**config.mk**
```make
export PLATFORM = sky130hd
export DESIGN_NAME = tof_result_arbiter
export DESIGN_NICKNAME = d
export VERILOG_FILES = /design/src/rtl/tof_result_arbiter.sv
export SDC_FILE = /design/constraint.sdc
export NUM_CORES = 1
export LEC_CHECK = 0
export ABC_AREA = 1
export BUFFER_PORTS_ARGS = -buffer_cell sky130_fd_sc_hd__buf_2
export CORE_ASPECT_RATIO = 1.2
export CORE_MARGIN = 2
export CORE_UTILIZATION = 45
export DETAILED_ROUTE_END_ITERATION = 8
export PLACE_DENSITY = 0.69
export SYNTH_ARGS = -nofsm -noshare
export SYNTH_HDL_FRONTEND = slang
export SYNTH_SLANG_ARGS = --single-unit
```
**constraint.sdc**
```tcl
create_clock -name clk -period 2.8 [get_ports clk]
set_clock_uncertainty 0.05 [all_clocks]
set_input_delay 0.42 -clock clk [delete_from_list [all_inputs] [get_ports clk]]
set_output_delay 0.42 -clock clk [all_outputs]
set_load 0.01 [all_outputs]
```
**src/rtl/tof_result_arbiter.sv**
```systemverilog
// Collects results from per-sensor ToF FSMs into one-deep slots and serialises
// them onto a single valid/ready stream, round-robin or highest-index-first.
module tof_result_arbiter #(
    parameter int NB_OF_SENSORS = 8,
    parameter int DIST_W        = 16,
    parameter int ZONE_W        = 6,
    parameter int CH_W          = $clog2(NB_OF_SENSORS),
    parameter int ARB_MODE      = 0
) (
    input  logic                            clk,
    input  logic                            reset,
    input  logic [NB_OF_SENSORS-1:0]        data_ready,
    input  logic [NB_OF_SENSORS*DIST_W-1:0] distance_data,
    input  logic [NB_OF_SENSORS*ZONE_W-1:0] zone_index,
    output logic                            out_valid,
    input  logic                            out_ready,
    output logic [CH_W-1:0]                 out_channel,
    output logic [ZONE_W-1:0]               out_zone,
    output logic [DIST_W-1:0]               out_distance,
    output logic [NB_OF_SENSORS-1:0]        pending,
    output logic [NB_OF_SENSORS-1:0]        overrun,
    input  logic [NB_OF_SENSORS-1:0]        overrun_clr
);

    typedef enum logic {
        EMPTY = 1'b0,
        FULL  = 1'b1
    } outState_e;

    localparam logic [CH_W-1:0] LAST_CH = CH_W'(NB_OF_SENSORS - 1);
    localparam logic [CH_W:0]   NB_EXT  = (CH_W+1)'(NB_OF_SENSORS);

    outState_e                  state_q, state_d;
    logic [NB_OF_SENSORS-1:0]   pending_q, pending_d;
    logic [NB_OF_SENSORS-1:0]   overrun_q, overrun_d;
    logic [DIST_W-1:0]          slotDist_q [NB_OF_SENSORS];
    logic [ZONE_W-1:0]          slotZone_q [NB_OF_SENSORS];
    logic [CH_W-1:0]            lastGrant_q, lastGrant_d;
    logic [CH_W-1:0]            outChannel_q, outChannel_d;
    logic [ZONE_W-1:0]          outZone_q, outZone_d;
    logic [DIST_W-1:0]          outDist_q, outDist_d;

    logic                       load;
    logic                       anyPending;
    logic                       grantValid;
    logic [CH_W-1:0]            grantIdx;
    logic [NB_OF_SENSORS-1:0]   grantOneHot;

    assign load       = (state_q == EMPTY) || out_ready;
    assign anyPending = |pending_q;
    assign grantValid = load && anyPending;

    // Later loop iterations override earlier ones, so the last match is the winner:
    // ascending index for fixed priority, descending distance from last_grant for RR.
    always_comb begin : arbiter
        logic [CH_W:0] idx;
        grantIdx = '0;
        idx      = '0;
        if (ARB_MODE == 1) begin
            for (int i = 0; i < NB_OF_SENSORS; i++) begin
                if (pending_q[i]) begin
                    grantIdx = CH_W'(i);
                end
            end
        end else begin
            for (int k = NB_OF_SENSORS; k >= 1; k--) begin
                idx = {1'b0, lastGrant_q} + (CH_W+1)'(k);
                if (idx >= NB_EXT) begin
                    idx = idx - NB_EXT;
                end
                if (pending_q[idx[CH_W-1:0]]) begin
                    grantIdx = idx[CH_W-1:0];
                end
            end
        end
    end

    always_comb begin
        grantOneHot = '0;
        if (grantValid) begin
            grantOneHot[grantIdx] = 1'b1;
        end
    end

    // A slot captured on its own grant cycle stays pending with the new data,
    // while the old contents go to the output; that is not an overrun.
    always_comb begin : nextState
        state_d      = state_q;
        lastGrant_d  = lastGrant_q;
        outChannel_d = outChannel_q;
        outZone_d    = outZone_q;
        outDist_d    = outDist_q;
        if (grantValid) begin
            state_d      = FULL;
            lastGrant_d  = grantIdx;
            outChannel_d = grantIdx;
            outZone_d    = slotZone_q[grantIdx];
            outDist_d    = slotDist_q[grantIdx];
        end else if (load) begin
            state_d = EMPTY;
        end
        pending_d = (pending_q & ~grantOneHot) | data_ready;
        overrun_d = (overrun_q & ~overrun_clr) | (data_ready & pending_q & ~grantOneHot);
    end

    always_ff @(posedge clk) begin
        if (!reset) begin
            state_q      <= EMPTY;
            pending_q    <= '0;
            overrun_q    <= '0;
            lastGrant_q  <= LAST_CH;
            outChannel_q <= '0;
            outZone_q    <= '0;
            outDist_q    <= '0;
        end else begin
            state_q      <= state_d;
            pending_q    <= pending_d;
            overrun_q    <= overrun_d;
            lastGrant_q  <= lastGrant_d;
            outChannel_q <= outChannel_d;
            outZone_q    <= outZone_d;
            outDist_q    <= outDist_d;
        end
    end

    always_ff @(posedge clk) begin
        for (int i = 0; i < NB_OF_SENSORS; i++) begin
            if (!reset) begin
                slotDist_q[i] <= '0;
                slotZone_q[i] <= '0;
            end else if (data_ready[i]) begin
                slotDist_q[i] <= distance_data[i*DIST_W +: DIST_W];
                slotZone_q[i] <= zone_index[i*ZONE_W +: ZONE_W];
            end
        end
    end

    assign out_valid    = (state_q == FULL);
    assign out_channel  = outChannel_q;
    assign out_zone     = outZone_q;
    assign out_distance = outDist_q;
    assign pending      = pending_q;
    assign overrun      = overrun_q;

endmodule

```
== After elaboration in Yosys (flattened, before gate mapping) ==
Memories as Yosys holds them, arrays and structs flattened. A register that Yosys moved wholly into a read port is not among the register bits.
Index checks and enable logic that the tools add are counted.

* Bits of input ports: 195
* Bits in writable memories: 176
* Output and inout port bits: 42
* Memories: 2
* Word-level logic and storage cells: 151
* Register bits after elaboration: 23

{| class="wikitable"
|+ Memories
! memory !! depth !! width !! rd ports !! clocked after Yosys merged registers in !! wr ports !! line !! RTL
|-
| slotDist_q || 8 || 16 || 1 || 1 || 8 || 36 || <nowiki>logic [DIST_W-1:0] slotDist_q [NB_OF_SENSORS];</nowiki>
|-
| slotZone_q || 8 || 6 || 1 || 1 || 8 || 37 || <nowiki>logic [ZONE_W-1:0] slotZone_q [NB_OF_SENSORS];</nowiki>
|}

* Muxes and demuxes: 78
* Reduce and logical (&&, ||, !) cells: 7
* Bitwise operators: 25
* Order comparisons: 18
* $add $sub $neg: 16

{| class="wikitable"
|+ Operators with widths
! operator !! number
|-
| $mux 16 || 8
|-
| $mux 3 || 16
|-
| $mux 6 || 8
|-
| $lt 3x4->1 const B || 9
|-
| $mux 1 || 36
|-
| $and 8x8->8 || 4
|-
| $ge 4x4->1 const B || 8
|-
| $bmux 1 s3 || 8
|-
| $sub 3x1->3 const B || 8
|-
| $add 3x3->4 const B || 4
|-
| $not 8->8 || 2
|-
| $or 1x1->1 || 16
|-
| $or 8x8->8 || 2
|-
| $add 3x2->4 const B || 2
|-
| $mux 8 || 1
|-
| $reduce_or 8->1 || 1
|-
| $add 3x1->4 const B || 1
|-
| $add 3x4->4 const B || 1
|-
| $demux 1 s3 || 1
|-
| $ge 3x1->1 const B || 1
|-
| $logic_and 1x1->1 || 2
|-
| $logic_not 1->1 || 2
|-
| $reduce_bool 2->1 || 1
|-
| $logic_or 1x1->1 || 1
|-
| $not 1->1 || 1
|}

== Logic depth before layout (Yosys ltp) ==
* Depth in word-level cells: 21
* Depth in mapped cells: 27
* Gate-level depth less buffers: 24

== Worst setup path before layout ==
OpenSTA, ideal clock, no wires.

* Kind: flip-flop to flip-flop
* From: register lastGrant_q[0]
* To: register pending_q[2], in the netlist pending[2]
* Required time: 2621 ps
* Slack: 191 ps
* Data arrival time: 2430 ps
* Stages on the path, launching flop included: 21
* Buffers on the path: 2
* Library setup time: 129 ps
* Cells stage by stage: dfxtp_1 buf_6 inv_4 buf_6 ha_1 inv_2 nand3_1 nand3_2 nand2_2 nor2_1 nand2_1 nand3_1 nand2_1 nand2_1 nand2_2 nand2_4 nand2_8 nor2_8 inv_1 o21ai_0 o21ai_0

* Longest elaborated chain between the ends: 21

{| class="wikitable"
|+ RTL lines
! what !! line !! RTL
|-
| start, declared || 38 || <nowiki>logic [CH_W-1:0] lastGrant_q, lastGrant_d;</nowiki>
|-
| start signal, assigned || 119 || <nowiki>lastGrant_q <= lastGrant_d;</nowiki>
|-
| $add 3x4->4 || 67 || <nowiki>idx = {1'b0, lastGrant_q} + (CH_W+1)'(k);</nowiki>
|-
| $ge 4x4->1 / $sub 3x1->3 (equally long branches) || 68, 69 ||
|-
| $mux 3 || 68 || <nowiki>if (idx >= NB_EXT) begin</nowiki>
|-
| $bmux 1 s3 || 71 || <nowiki>if (pending_q[idx[CH_W-1:0]]) begin</nowiki>
|-
| $mux 1 (implied by the code) || 71 ||
|-
| $mux 3 (7 in a row) || 71 ||
|-
| $mux 3 (*) || 71 ||
|-
| $lt 3x4->1 (implied by the code) / $ge 3x1->1 (equally long branches) || 81 || <nowiki>grantOneHot[grantIdx] = 1'b1;</nowiki>
|-
| $logic_and 1x1->1 (implied by the code) || 81 ||
|-
| $mux 1 (implied by the code) || 81 ||
|-
| $demux 1 s3 (*) || 81 ||
|-
| $mux 8 (*) || 80 || <nowiki>if (grantValid) begin</nowiki>
|-
| $not 8->8 (*) || 102 || <nowiki>pending_d = (pending_q & ~grantOneHot) | data_ready;</nowiki>
|-
| $and 8x8->8 (*) || 102 ||
|-
| $or 8x8->8 (*) || 102 ||
|-
| end signal, assigned || 117 || <nowiki>pending_q <= pending_d;</nowiki>
|-
| end, declared || 34 || <nowiki>logic [NB_OF_SENSORS-1:0] pending_q, pending_d;</nowiki>
|}

Mark *: on every way between the ends. The rest lies on a longest branch, timed or not. The select of a mux whose other input is x is not followed.
A chain may end at the register's enable or synchronous reset.

== Final worst setup path ==
* From: register lastGrant_q[0]
* To: register outZone_q[3], in the netlist out_zone[3] (read register of slotZone_q)

* Longest elaborated chain between the ends: 13

{| class="wikitable"
|+ RTL lines
! what !! line !! RTL
|-
| $add 3x4->4 || 67 ||
|-
| $ge 4x4->1 / $sub 3x1->3 (equally long branches) || 68, 69 ||
|-
| $mux 3 || 68 ||
|-
| $bmux 1 s3 || 71 ||
|-
| $mux 1 (implied by the code) || 71 ||
|-
| $mux 3 (7 in a row) || 71 ||
|-
| $mux 3 (*) || 71 ||
|-
| end, declared || 40 || <nowiki>logic [ZONE_W-1:0] outZone_q, outZone_d;</nowiki>
|}

Marks and branches as above.

==> results.toml <==
[final_layout]
regArea_um2 = 6190
nets = 1753
drive_above_1_share = 0.253
nFillCells = 2226
area.growth.synth_to_final_pct = 25.7
antenna_cells = 0
multi_input_area_um2 = 3740

[clock_network]
clkLatencyLatePin_ps = 510
hold_buffers = 0
clock-sinks = 221
cts_buffer_depth = 3
cts_tree = "done"
cts_buffers = 22
cts_root_buffer = "clkbuf_16"
cts_max_level = 1
clk_pin_slew_ps = 70

[sta]
fin_crit_sh = 0.965
period_minus_slack_ps = 2700
holdWs_ps = 136
fin_ws_ps = 96.7
tightest_slew_ps = 761
setup_viol = 0
slew_viol_final = 0
tns_ps = 0
relSlewSlack = 0.492
fmax_mhz = 370
hold_violations = 0
rsz0062_at_grt = "false"

[outcome]
status = "finished, final reports clean"

[worst_setup_path]
crit_required_ps = 3150
max_stage_delay_ps = 360
reg2reg_depth = 22
cp.depth = 22
endpoint_kind = "register"
arrival_ps = 3060
worst_path_most_repeated_cell = "nand2_1"
setup.worst_path.class = "reg2reg"
crit_path_start_kind = "register"
cp_slowest_cell = "dfxtp_4"
critPathBufInv = 4
cp_max_fo = 8
cp_cell_sequence = "inv_4, ha_4, inv_4, nand3_1, nand3_2, nand2_2, nand2_1, nand2_1, nand2_1, nand2_1, nand2_1, nand2_2, nand2_4, nand2_8, buf_12, buf_6, nand2_1, nand2_1, nand2_1, nand3_1, nor2_1, nor2_1"
crit_family = "simple AND/OR/NAND/NOR gates"
ff2ff_setup_slack_ps = 100

[global_route]
grt_first_pass_wirelength_um = 49700
antenna_found_initial = 0
grt_max_degree = 51
first_global_vias = 9287
track_usage = 0.252
globalRouteOverflowTotal = 0

[yosys]
yosysSeqAreaShare = 0.567
syn_nets = 1503
synth_ff_type = "edfxtp_1"
async_flop_share = 0
ys_types = 31
syn_inst = 1306
yosys.cell_count.top_type = "nand2_1"
ys_ff_latch = 221
synth_edf_count = 176
yosys.area.top_type = "edfxtp_1"
syn_avg_cell_area_um2 = 8.35
yosys-top-cells-count = "344 x nand2_1, 235 x nor2_1, 198 x inv_1, 176 x edfxtp_1, 121 x nand3_1"
netlist_area_um2 = 10900
synth.top_cell.area_share = 0.484
yosys-top-cells-area = "edfxtp_1 48%, nand2_1 12%, dfxtp_1 8.3%, nor2_1 8.1%, inv_1 6.8%"
yosysWarnings = 0

[drt]
ant_nets = 0
drt_iter0_drc = 778
first_pass_iters = 7
viasPerCell = 5.04
wirelength_um = 34100
num_vias = 9535
drc = 0
wl_per_cell_um = 18.0

[floorplanning]
io_pins = 237
row_count = 62
fp.dieArea_um2 = 25500
core-area_um2 = 23900
die_h_um = 175
start_util = 0.457
die_w_um = 146

[flow_run]
cap_viol_max_count = 0

[placed_design]
place_ws_ps = -68.1
numPortBuffers = 236
place.gp.congestion = 0.915
hpwl_um = 24400

[hold_path]
hold_path.class = "in2reg"
hold_depth = 3
-- sequential cells by signal (all words and copies together) (netlist names) --
register / count
lastGrant_q: 3
out_channel: 3
out_distance: 16
out_valid: 1
out_zone: 6
overrun: 8
pending: 8
slotDist_q: 128
slotZone_q: 48
-- worst register-to-register path: stages, from the launching register on --
cell and delay, ps:
dfxtp_4 360, inv_4 40, ha_4 280, inv_4 90, nand3_1 130, nand3_2 110, nand2_2 90, nand2_1 80
nand2_1 50, nand2_1 50, nand2_1 50, nand2_1 60, nand2_2 60, nand2_4 150, nand2_8 120, buf_12 160
buf_6 130, nand2_1 60, nand2_1 80, nand2_1 130, nand3_1 120, nor2_1 100, nor2_1 50
-- area by class of cell --
type / instances / share of cell area
flip-flops and latches: 221 / 0.452
clock inverters: 12 / 0.00484
inverters: 207 / 0.0576
multi-input cells: 817 / 0.273
repair buffers: 287 / 0.140
clock buffers: 28 / 0.0441
well taps: 320 / 0.0292
-- cells by family after synthesis --
| logic type | count (synthesis) | synth area share |
|---|---|---|
| AND/OR/NAND/NOR | 749 | 0.293 |
| buffers and inverters | 268 | 0.103 |
| flip-flops | 221 | 0.567 |
| AO/OA/AOI/OAI | 63 | 0.0319 |
| XOR/XNOR | 3 | 0.00241 |
| adder cells (fa/ha/maj) | 2 | 0.00229 |
-- what timing repair did --
item,CTS,global route
setup endpoints to repair,20,35
setup buffers,0,8
pin swaps,0,17
gates cloned,0,9
gates resized for setup,2,47
-- worst paths after layout --
check	from	end
setup / recovery	lastGrant_q[0]	out_zone[3]
hold reg to reg	out_channel[2]	out_channel[2]
hold / removal	overrun_clr[1]	overrun[1]
setup reg to reg	lastGrant_q[0]	out_zone[3]
-- cell usage in the layout (no fill, tap or decap), drive strengths merged --
cell / count
a21oi: 13
and3: 1
buf: 281
clkbuf: 34
clkinv: 8
clkinvlp: 3
dfxtp: 45
edfxtp: 176
ha: 2
inv: 208
nand2: 361
nand3: 133
nand3b: 8
nor2: 237
nor4: 1
o211ai: 4
o21ai: 46
or2: 8
xnor2: 1
xor2: 2
-- metal layers --
metal,GRT usage,wire [µm],vias up
li1,-,-,4586
met1,0.313,13200,4423
met2,0.451,17100,449
met3,0.0308,2510,77
met4,0.0934,1300,0
met5,0,0,-
-- per-stage QoR --
step	util	instances	instance area (µm²)
global placement	0.524	1835	12500
floorplan	-	1306	10900
global route	0.574	1892	13700
finish	0.574	1892	13700
detailed placement	0.524	1835	12500
CTS	0.553	1875	13200
Power is left out: the tool's default activity adds up to more than one toggle a clock period on the data nets, which glitch-free logic cannot reach.
